===== config.mk =====
export PLATFORM = sky130hd
export DESIGN_NAME = bus_uart_tx
export DESIGN_NICKNAME = d
export VERILOG_FILES = /design/src/rtl/bus_uart_pkg.sv /design/src/rtl/sync_fifo.sv /design/src/rtl/bus_uart.sv
export SDC_FILE = /design/constraint.sdc
export NUM_CORES = 1
export LEC_CHECK = 0
export ABC_AREA = 0
export CORE_MARGIN = 2
export CORE_UTILIZATION = 45
export DETAILED_ROUTE_END_ITERATION = 10
export GPL_TIMING_DRIVEN = 0
export SLEW_MARGIN = 20
export SYNTH_ARGS = -nofsm -noshare
export SYNTH_HDL_FRONTEND = slang
export SYNTH_HIERARCHICAL = 1
export SYNTH_SLANG_ARGS = --single-unit

===== constraint.sdc =====
create_clock -name clk -period 6.8 [get_ports clk]
set_clock_uncertainty 0.2 [all_clocks]
set_input_delay 1.02 -clock clk [delete_from_list [all_inputs] [get_ports clk]]
set_output_delay 1.02 -clock clk [all_outputs]
set_load 0.03 [all_outputs]

===== src/rtl/bus_uart_pkg.sv =====
// Shared register map, STATUS bit positions and shifter state encoding for bus_uart_tx.
`default_nettype none

package bus_uart_pkg;

    localparam logic [1:0] OFF_DATA   = 2'd0;
    localparam logic [1:0] OFF_STATUS = 2'd1;
    localparam logic [1:0] OFF_DIV_LO = 2'd2;
    localparam logic [1:0] OFF_DIV_HI = 2'd3;

    localparam int ST_FULL_BIT   = 0;
    localparam int ST_EMPTY_BIT  = 1;
    localparam int ST_ACTIVE_BIT = 2;
    localparam int ST_OVR_BIT    = 3;
    localparam int ST_IE_BIT     = 4;

    typedef enum logic [1:0] {
        TX_IDLE  = 2'd0,
        TX_START = 2'd1,
        TX_DATA  = 2'd2,
        TX_STOP  = 2'd3
    } tx_state_t;

endpackage

`default_nettype wire


===== src/rtl/sync_fifo.sv =====
// Single-clock FIFO with show-ahead output; a push into a full FIFO is accepted when a pop happens on the same edge.
`default_nettype none

module sync_fifo #(
    parameter int WIDTH = 8,
    parameter int DEPTH = 4
) (
    input  logic             clk,
    input  logic             rst,
    input  logic             push,
    input  logic             pop,
    input  logic [WIDTH-1:0] din,
    output logic [WIDTH-1:0] dout,
    output logic             full,
    output logic             empty
);

    localparam int AW = $clog2(DEPTH);
    localparam int CW = $clog2(DEPTH) + 1;

    logic [WIDTH-1:0] mem [DEPTH];
    logic [AW-1:0]    wr_ptr;
    logic [AW-1:0]    rd_ptr;
    logic [CW-1:0]    count;
    logic             do_push;
    logic             do_pop;

    assign do_pop  = pop && !empty;
    assign do_push = push && (!full || do_pop);
    assign full    = (count == CW'(DEPTH));
    assign empty   = (count == '0);
    assign dout    = mem[rd_ptr];

    always_ff @(posedge clk) begin
        if (do_push) begin
            mem[wr_ptr] <= din;
        end
    end

    // DEPTH is a power of two, so the pointers wrap on natural overflow.
    always_ff @(posedge clk or negedge rst) begin
        if (!rst) begin
            wr_ptr <= '0;
            rd_ptr <= '0;
            count  <= '0;
        end else begin
            if (do_push) begin
                wr_ptr <= wr_ptr + AW'(1);
            end
            if (do_pop) begin
                rd_ptr <= rd_ptr + AW'(1);
            end
            case ({do_push, do_pop})
                2'b10:   count <= count + CW'(1);
                2'b01:   count <= count - CW'(1);
                default: count <= count;
            endcase
        end
    end

endmodule

`default_nettype wire


===== src/rtl/bus_uart.sv =====
// Memory-mapped UART transmitter: 4-byte register window, byte FIFO and 8N1 shifter.
`default_nettype none

module bus_uart_tx
    import bus_uart_pkg::*;
#(
    parameter logic [15:0] BASE      = 16'hD000,
    parameter int          DEPTH     = 4,
    parameter logic [15:0] DIV_RESET = 16'd1
) (
    input  logic        clk,
    input  logic        rst,
    input  logic [15:0] address,
    input  logic [7:0]  data_write,
    input  logic        read_write,
    output logic [7:0]  data_read,
    output logic        sel,
    output logic        tx,
    output logic        irq
);

    logic [15:0] offset;
    logic [1:0]  reg_off;
    logic        wr_data;
    logic        wr_status;
    logic        wr_div_lo;
    logic        wr_div_hi;
    logic [15:0] divisor;
    logic [15:0] bit_div;
    logic [15:0] baud_cnt;
    logic [2:0]  bit_cnt;
    logic [7:0]  shreg;
    logic        ovr;
    logic        ie;
    logic        bit_end;
    logic [7:0]  status;
    tx_state_t   state;
    tx_state_t   state_next;
    logic        fifo_push;
    logic        fifo_pop;
    logic        fifo_full;
    logic        fifo_empty;
    logic [7:0]  fifo_dout;

    assign offset    = address - BASE;
    assign sel       = (offset < 16'd4);
    assign reg_off   = offset[1:0];
    assign wr_data   = sel && read_write && (reg_off == OFF_DATA);
    assign wr_status = sel && read_write && (reg_off == OFF_STATUS);
    assign wr_div_lo = sel && read_write && (reg_off == OFF_DIV_LO);
    assign wr_div_hi = sel && read_write && (reg_off == OFF_DIV_HI);
    assign fifo_push = wr_data && (!fifo_full || fifo_pop);
    assign bit_end   = (baud_cnt >= bit_div);
    assign irq       = ie && fifo_empty && (state == TX_IDLE);

    sync_fifo #(
        .WIDTH (8),
        .DEPTH (DEPTH)
    ) u_fifo (
        .clk   (clk),
        .rst   (rst),
        .push  (fifo_push),
        .pop   (fifo_pop),
        .din   (data_write),
        .dout  (fifo_dout),
        .full  (fifo_full),
        .empty (fifo_empty)
    );

    always_comb begin
        status                = 8'h00;
        status[ST_FULL_BIT]   = fifo_full;
        status[ST_EMPTY_BIT]  = fifo_empty;
        status[ST_ACTIVE_BIT] = (state != TX_IDLE);
        status[ST_OVR_BIT]    = ovr;
        status[ST_IE_BIT]     = ie;
        data_read             = 8'h00;
        if (sel) begin
            case (reg_off)
                OFF_STATUS: data_read = status;
                OFF_DIV_LO: data_read = divisor[7:0];
                OFF_DIV_HI: data_read = divisor[15:8];
                default:    data_read = 8'h00;
            endcase
        end
    end

    always_ff @(posedge clk or negedge rst) begin
        if (!rst) begin
            ovr     <= 1'b0;
            ie      <= 1'b0;
            divisor <= DIV_RESET;
        end else begin
            if (wr_data && fifo_full && !fifo_pop) begin
                ovr <= 1'b1;
            end else if (wr_status && data_write[ST_OVR_BIT]) begin
                ovr <= 1'b0;
            end
            if (wr_status) begin
                ie <= data_write[ST_IE_BIT];
            end
            if (wr_div_lo) begin
                divisor[7:0] <= data_write;
            end
            if (wr_div_hi) begin
                divisor[15:8] <= data_write;
            end
        end
    end

    always_ff @(posedge clk or negedge rst) begin
        if (!rst) begin
            state <= TX_IDLE;
        end else begin
            state <= state_next;
        end
    end

    always_comb begin
        state_next = state;
        fifo_pop   = 1'b0;
        tx         = 1'b1;
        case (state)
            TX_IDLE: begin
                if (!fifo_empty) begin
                    fifo_pop   = 1'b1;
                    state_next = TX_START;
                end
            end
            TX_START: begin
                tx = 1'b0;
                if (bit_end) begin
                    state_next = TX_DATA;
                end
            end
            TX_DATA: begin
                tx = shreg[0];
                if (bit_end && (bit_cnt == 3'd7)) begin
                    state_next = TX_STOP;
                end
            end
            TX_STOP: begin
                // Chain straight into the next start bit so queued bytes go out with no idle gap.
                if (bit_end) begin
                    if (!fifo_empty) begin
                        fifo_pop   = 1'b1;
                        state_next = TX_START;
                    end else begin
                        state_next = TX_IDLE;
                    end
                end
            end
            default: state_next = TX_IDLE;
        endcase
    end

    // The divisor is sampled into bit_div at each bit boundary so a mid-frame write never stretches the current bit.
    always_ff @(posedge clk or negedge rst) begin
        if (!rst) begin
            shreg    <= 8'h00;
            baud_cnt <= 16'd0;
            bit_div  <= DIV_RESET;
            bit_cnt  <= 3'd0;
        end else if (fifo_pop) begin
            shreg    <= fifo_dout;
            baud_cnt <= 16'd0;
            bit_div  <= divisor;
            bit_cnt  <= 3'd0;
        end else if (state != TX_IDLE) begin
            if (bit_end) begin
                baud_cnt <= 16'd0;
                bit_div  <= divisor;
                if (state == TX_DATA) begin
                    shreg   <= {1'b0, shreg[7:1]};
                    bit_cnt <= bit_cnt + 3'd1;
                end
            end else begin
                baud_cnt <= baud_cnt + 16'd1;
            end
        end
    end

endmodule

`default_nettype wire

Yosys cells after proc, flatten, opt, wreduce, memory -nomap -nowiden
Memories as Yosys holds them, arrays and structs flattened.
Cells that the tools add are included.
W data, S select, Z words.

word-level totals
  flip-flop bits (word level) = 70
  memory bits (writable) = 32
  bits of input ports = 27
  output and inout bits = 11
  word-level logic and storage cells = 98
  memories = 1

memory list
  memory      words  bits a word  read ports  clocked after memory_dff  write ports  line             source
  u_fifo.mem  4      8            1           0                         1            sync_fifo.sv:21  logic [WIDTH-1:0] mem [DEPTH];

cells by class
  add/subtract/negate cells = 7
  magnitude comparators = 2
  equality and inequality tests = 14
  multiplexer cells = 31
  reductions and logical operators = 31

operators with widths
  operator                  count
  $mux W16                  6
  $mux W8                   5
  $pmux W8 S3               1
  $add A16 B1 Y16 const B   1
  $ge A16 B16 Y1            1
  $lt A16 B3 Y1 const B     1
  $sub A16 B16 Y16 const B  1
  $logic_and A1 B1 Y1       14
  $mux W3                   4
  $reduce_bool A2 Y1        6
  $eq A2 B2 Y1 const B      5
  $mux W2                   4
  $ne A2 B2 Y1 const B      4
  $pmux W2 S4               1
  $mux W1                   7
  $add A3 B1 Y3 const B     2
  $eq A2 B1 Y1 const B      3
  $eq A3 B3 Y1 const B      2
  $pmux W3 S2               1
  $add A2 B1 Y2 const B     2
  $logic_not A2 Y1          2
  $pmux W1 S2               2
  $reduce_and A4 Y1         1
  $logic_not A1 Y1          3
  5 further kinds           6

Longest topological paths before layout
Gate-level depths: netlist of run 1.

  depth after elaboration = 9
  gate-level depth with buffers = 17
  depth with buffers taken out = 16

Cells and area by module
The synthesis of run 1 kept the hierarchy.

by module, submodules not included
  module       instances  cells an instance  area each (um2)
  bus_uart_tx  1          349                3,377.0
  sync_fifo    1          80                 1,587.8

Worst setup path after synthesis of run 1
No wires, ideal clock.

  kind = reg2reg
  from = reg baud_cnt[13]
  to = reg u_fifo.count[2]
  setup time = 79 ps
  data arrival time = 3,451 ps
  required time = 6,521 ps
  slack = 3,069 ps
  cell stages (with the launch flop) = 17
  clock period less this slack = 3,731 ps
  path through = dfrtp_1 ha_1 a21oi_1 o21ai_1 or4_4 or4_4 nand2b_1 buf_2 a21oi_1 o21a_4 inv_1 ha_1 inv_1 fa_1 xor2_1 nor2_1 xor2_1

on the way
  cells in the longest elaborated chain, start to end = 8
  elaborated cells on any way between the ends = 12
  classes of those cells = order compare: 1; eq/ne: 2; mux: 3; reduce/logical: 6

RTL lines
  item                                               line             source
  start, declared                                    bus_uart.sv:30   logic [15:0] baud_cnt;
  start signal, assigned                             bus_uart.sv:178  baud_cnt <= baud_cnt + 16'd1;
  $ge A16 B16 Y1 (*)                                 bus_uart.sv:53   assign bit_end = (baud_cnt >= bit_div);
  $mux W1 (*)                                        bus_uart.sv:144  if (bit_end) begin
  $pmux W1 S2 (*)                                    bus_uart.sv:123  case (state)
  $logic_or A1 B1 Y1 (*)                             bus_uart.sv:52   assign fifo_push = wr_data && (!fifo_full || fifo_pop);
  $logic_and A1 B1 Y1 (*)                            bus_uart.sv:52
  net fifo_push                                      bus_uart.sv:39   logic fifo_push;
  $logic_and A1 B1 Y1 (*)                            sync_fifo.sv:29  assign do_push = push && (!full || do_pop);
  $eq A2 B1 Y1 or $eq A2 B2 Y1 (tied branches)       sync_fifo.sv:53  case ({do_push, do_pop})
  $pmux W3 S2 or $reduce_bool A2 Y1 (tied branches)  n/a
  end signal, assigned                               sync_fifo.sv:54  2'b10: count <= count + CW'(1);
  end signal, assigned                               sync_fifo.sv:55  2'b01: count <= count - CW'(1);
  end signal, assigned                               sync_fifo.sv:56  default: count <= count;
  end, declared                                      sync_fifo.sv:24  logic [CW-1:0] count;

The timed path passes the listed nets; every way through them passes the cells marked *.
A chain may end at the register's enable or synchronous reset.

Worst setup path in the final report of run 1
  from = in address[1]
  to = out data_read[0]

on the way
  cells in the longest elaborated chain, start to end = 4
  elaborated cells on any way between the ends = 7
  classes of those cells = add/sub: 1; order compare: 1; eq/ne: 3; mux: 2

RTL lines
  item                                                   line            source
  start, declared                                        bus_uart.sv:13  input logic [15:0] address,
  $sub A16 B16 Y16 (*)                                   bus_uart.sv:45  assign offset = address - BASE;
  branches (longest 2 deep; another with $lt A16 B3 Y1)  n/a
  $mux W8 (*)                                            bus_uart.sv:78  if (sel) begin
  end, declared                                          bus_uart.sv:16  output logic [7:0] data_read,

Mark *: on every way between the ends.

==> metrics.md, run 1 <==
| Metric | Value |
|---|---|
| Final Cell Area | roughly 0.0057 mm^2 |
| IO Count | 38 |
| Ys Warns | 6 |
| Mapped Nets | 485 |
| HP Class | reg -> reg |
| Nets | about 530 |
| Final WL | approximately 11000 um |
| # hold bufs at CTS | 0 |
| Setup_tns | 0 ns |
| Initial core utilization | 0.460 |
| Core area | 0.0108 mm^2 |
| Tot GR Track Use | 0.203 |
| Required time of the critical path | ~5.6 ns |
| Slew Viols, Final | 0 |
| CTS tree | yes |
| Critical path type | in -> out |
| Crit end category | output pin |
| Final Worst Setup Slack | approximately 2.3 ns |
| Die Area | between 0.01 and 0.015 mm^2 |
| Max-Cap Viols | 0 |
| Slowest cell on crit path | clkdlybuf4s50_1 |
| RR Startpoint | bit_div[0] |
| Synth Instances | 429 |
| Final Util | 0.533 |
| Cell mode on critical path | clkdlybuf4s50_1 |
| Shortest period the worst path allows | roughly 4.5 ns |
| Slew HR | 0.289 |
| I/O Buffers | 37 |
| Post-Syn Area | about 0.0050 mm^2 |
| Inserted Clock Buffers | 9 |
| Vias in the first global route | ~3400 |
| Rows | 38 |
| Max Clk Rate | ~220 MHz |
| Via/cell ratio | approximately 5.4 |
| Post-CTS sizing | 0 |
| Routed wire per std cell | around 17 um |
| Synth unique cells | 51 |
| Die height | between 100 and 150 um |
| Register area share after synthesis | 0.547 |
| Pre-antenna DRT Iters | 4 |
| Worst Setup SP | address[1] |
| Critical Path AT | ~3.3 ns |
| Unrepaired setup endpoints after global routing | no |
| Fraction of layout cells with a size suffix above 1 | 0.133 |
| Chip width | ~110 um |
| Syn Area/Cell | 11.6 um^2 |
| Hold Violations, Final | 0 |
| Period Utilization, post-route | 0.664 |
| First-pass GRT wire length | about 18000 um |
| Synth-to-Final Area Change | 15.8% |
| Final setup fails | 0 |
| Setup repair bufs after CTS | 0 |
| N_diodes | 0 |
| Worst-margin pin slew | between 1 and 1.5 ns |
| Initial antenna violation count | 0 |
| TritonCTS Sinks | ~100 |
| Status | complete, no violations |
| Root Buffer | clkbuf_8 |
| Hold Startpoint | bit_div[0] |
| Antenna Nets Post-Route | 0 |
| WP buf/inv | 3 |
| Clock slew at reported path FFs | ~0.1 ns |
| Gr ovfl total | 0 |
| DP Area | roughly 0.0055 mm^2 |
| Worst skew pair latency | about 0.38 ns |
| Via count | approximately 3300 |
| DRT iter0 DRCs | 203 |
| Post-route DRC | 0 |
| WHS | a little under 0.3 ns |
| Reg2reg setup slack | between 2 and 3 ns |
| Post-detail-place hpwl | 8060 um |
| CTS Buffer Depth | 2 |
| Pleak | between 2 and 2.5 nW |
| Worst VDD drop | 0.180 mV |
| Yosys reg bits | 102 |
| Critical Path Start Type | input port |
| Pwr dens | just under 300 mW/mm^2 |
| Post-Place Worst Slack | between 2 and 2.5 ns |
| Crit-path max cell delay | ~0.71 ns |
| Cell breakdown of the critical path | clkdlybuf4s50_1, clkbuf_1, nor2b_1, a22oi_1, nor2_1, clkdlybuf4s50_1 |
| # H-tree levels | 3 |
| Placer Congestion | slightly above 0.8 |
| CP Max Fanout | 10 |
| Pin count of the biggest net entering global routing | 45 |
| Cell family with most CP delay | buffers and inverters |
==> logic make-up (layout without fill, tap and decap cells) <==
group / count (synthesis) / after routing / share of synthesized area
buffers and inverters: 43 / 97 / 0.0333
XOR/XNOR: 13 / 13 / 0.0229
adder cells (fa/ha/maj): 29 / 29 / 0.0746
AND/OR/NAND/NOR: 128 / 128 / 0.130
AO/OA/AOI/OAI: 80 / 80 / 0.0978
multiplexers: 34 / 34 / 0.0948
flip-flops: 102 / 102 / 0.547
==> cells in the final DEF, fill, tap and decap left out, types with 9 or more instances in the layout <==
cell type and instances:
inv_1 30, a21oi_1 15, o21ai_0 32, edfxtp_1 32, ha_1 28, clkbuf_1 9, clkdlybuf4s50_1 36, nand3_1 11
nor2_1 28, clkbuf_8 9, dfrtp_1 68, nand2_1 45, mux2_2 20
==> routing by layer <==
metal	track usage	part of all wire	vias up	routed length [um]
met3	0.0478	0.031	8	331
li1	-	-	1629	-
met2	0.331	0.49	49	5290
met1	0.269	0.47	1663	5060
met5	0	0	-	0
met4	0.0623	0.011	0	114
==> power breakdown <==
| group | total (mW) | switching [mW] | internal [mW] |
|---|---|---|---|
| Sequential | 0.726 | 0.0364 | 0.690 |
| Clock | 0.415 | 0.233 | 0.182 |
| Combinational | 0.570 | 0.349 | 0.221 |
==> final cells by class <==
cell class / count / area (um^2)
inverters: 30 / 113
repair buffers: 38 / 388
clock buffers: 9 / 124
fillers: 947 / 5040
well taps: 140 / 175
clock inverters: 7 / 96.3
multi-input cells: 284 / 2080
plain buffers: 13 / 52.6
flip-flops and latches: 102 / 2720
==> registers in the layout (all words and copies together) (netlist names) <==
name	flops
u_fifo/rd_ptr	2
u_fifo/mem	32
ie	1
baud_cnt	16
ovr	1
divisor	16
u_fifo/count	3
bit_cnt	3
shreg	8
u_fifo/wr_ptr	2
state	2
bit_div	16
==> per-stage QoR <==
stage          power, mW  std cells
2_1_floorplan       1.14        429
3_3_place_gp        1.29        606
3_5_place_dp        1.31        607
4_1_cts             1.73        623
5_1_grt             1.83        623
6_report            1.71        623
==> Yosys cell counts, drive strengths merged <==
cell	instances	area, um^2
or3b	1	8.76
nand4	7	43.8
xor2	7	61.3
o31ai	2	15.0
edfxtp	32	961
nor4b	1	15.0
nand4b	2	17.5
or4	3	30.0
mux4	8	180
a32o	2	20.0
nor4	3	33.8
fa	1	20.0
clkbuf	9	33.8
ha	28	350
a31o	1	8.76
a31oi	2	12.5
nor3b	2	15.0
mux2i	5	50.1
a22oi	5	37.5
a2111oi	2	17.5
o31a	2	18.8
mux2	21	240
nand2	45	169
buf	4	18.8
nor2b	3	18.8
and3	4	25.0
xnor2	6	52.6
a211oi	1	7.51
a22o	2	17.5
a21oi	15	75.1
o21ai	36	180
nand3	11	55.1
and2	5	36.3
o32ai	1	8.76
o22ai	7	43.8
dfrtp	68	1700
nand2b	4	25.0
nor3	8	40.0
o21a	2	22.5
inv	30	113
nor2	29	111
dfstp	2	52.6
==> worst min-delay path: cells and delay by family (launching register included) <==
family	cells	cell delay [ns]
flops	1	0.39
simple gates	2	0.11
==> path summary, 6_finish.rpt <==
| check | end | cells past startpoint |
|---|---|---|
| max in group asynchronous | bit_div[0] | 2 |
| min | bit_div[0] | 2 |
| max | data_read[0] | 6 |
| max reg2reg | u_fifo/count[2] | 16 |
| min reg2reg | bit_div[0] | 2 |
| min in group asynchronous | baud_cnt[3] | 1 |
Note: power is estimated with default switching activity, not from simulation.
==> inputs of run 2 (changes only) <==
==> constraint.sdc (replaced) <==
create_clock -name clk -period 4.7 [get_ports clk]
set_clock_uncertainty 0.2 [all_clocks]
set_input_delay 0.705 -clock clk [delete_from_list [all_inputs] [get_ports clk]]
set_output_delay 0.705 -clock clk [all_outputs]
set_load 0.03 [all_outputs]
==> results of run 2 <==
The final DEF is identical to that of run 1. Status: complete, no violations.
Main changes from that run: setup slack after placement 2.31 ns -> 0.488 ns; setup slack after layout 2.29 ns -> 0.516 ns; hold slack 0.288 ns -> 0.0394 ns; start point of the critical path address[1] -> bit_div[0]; end point of the critical path data_read[0] -> u_fifo/count[2]; register-to-register setup slack 2.62 ns -> 0.52 ns; total power 1.71 mW -> 2.48 mW; worst IR drop on VDD 0.180 mV -> 0.260 mV
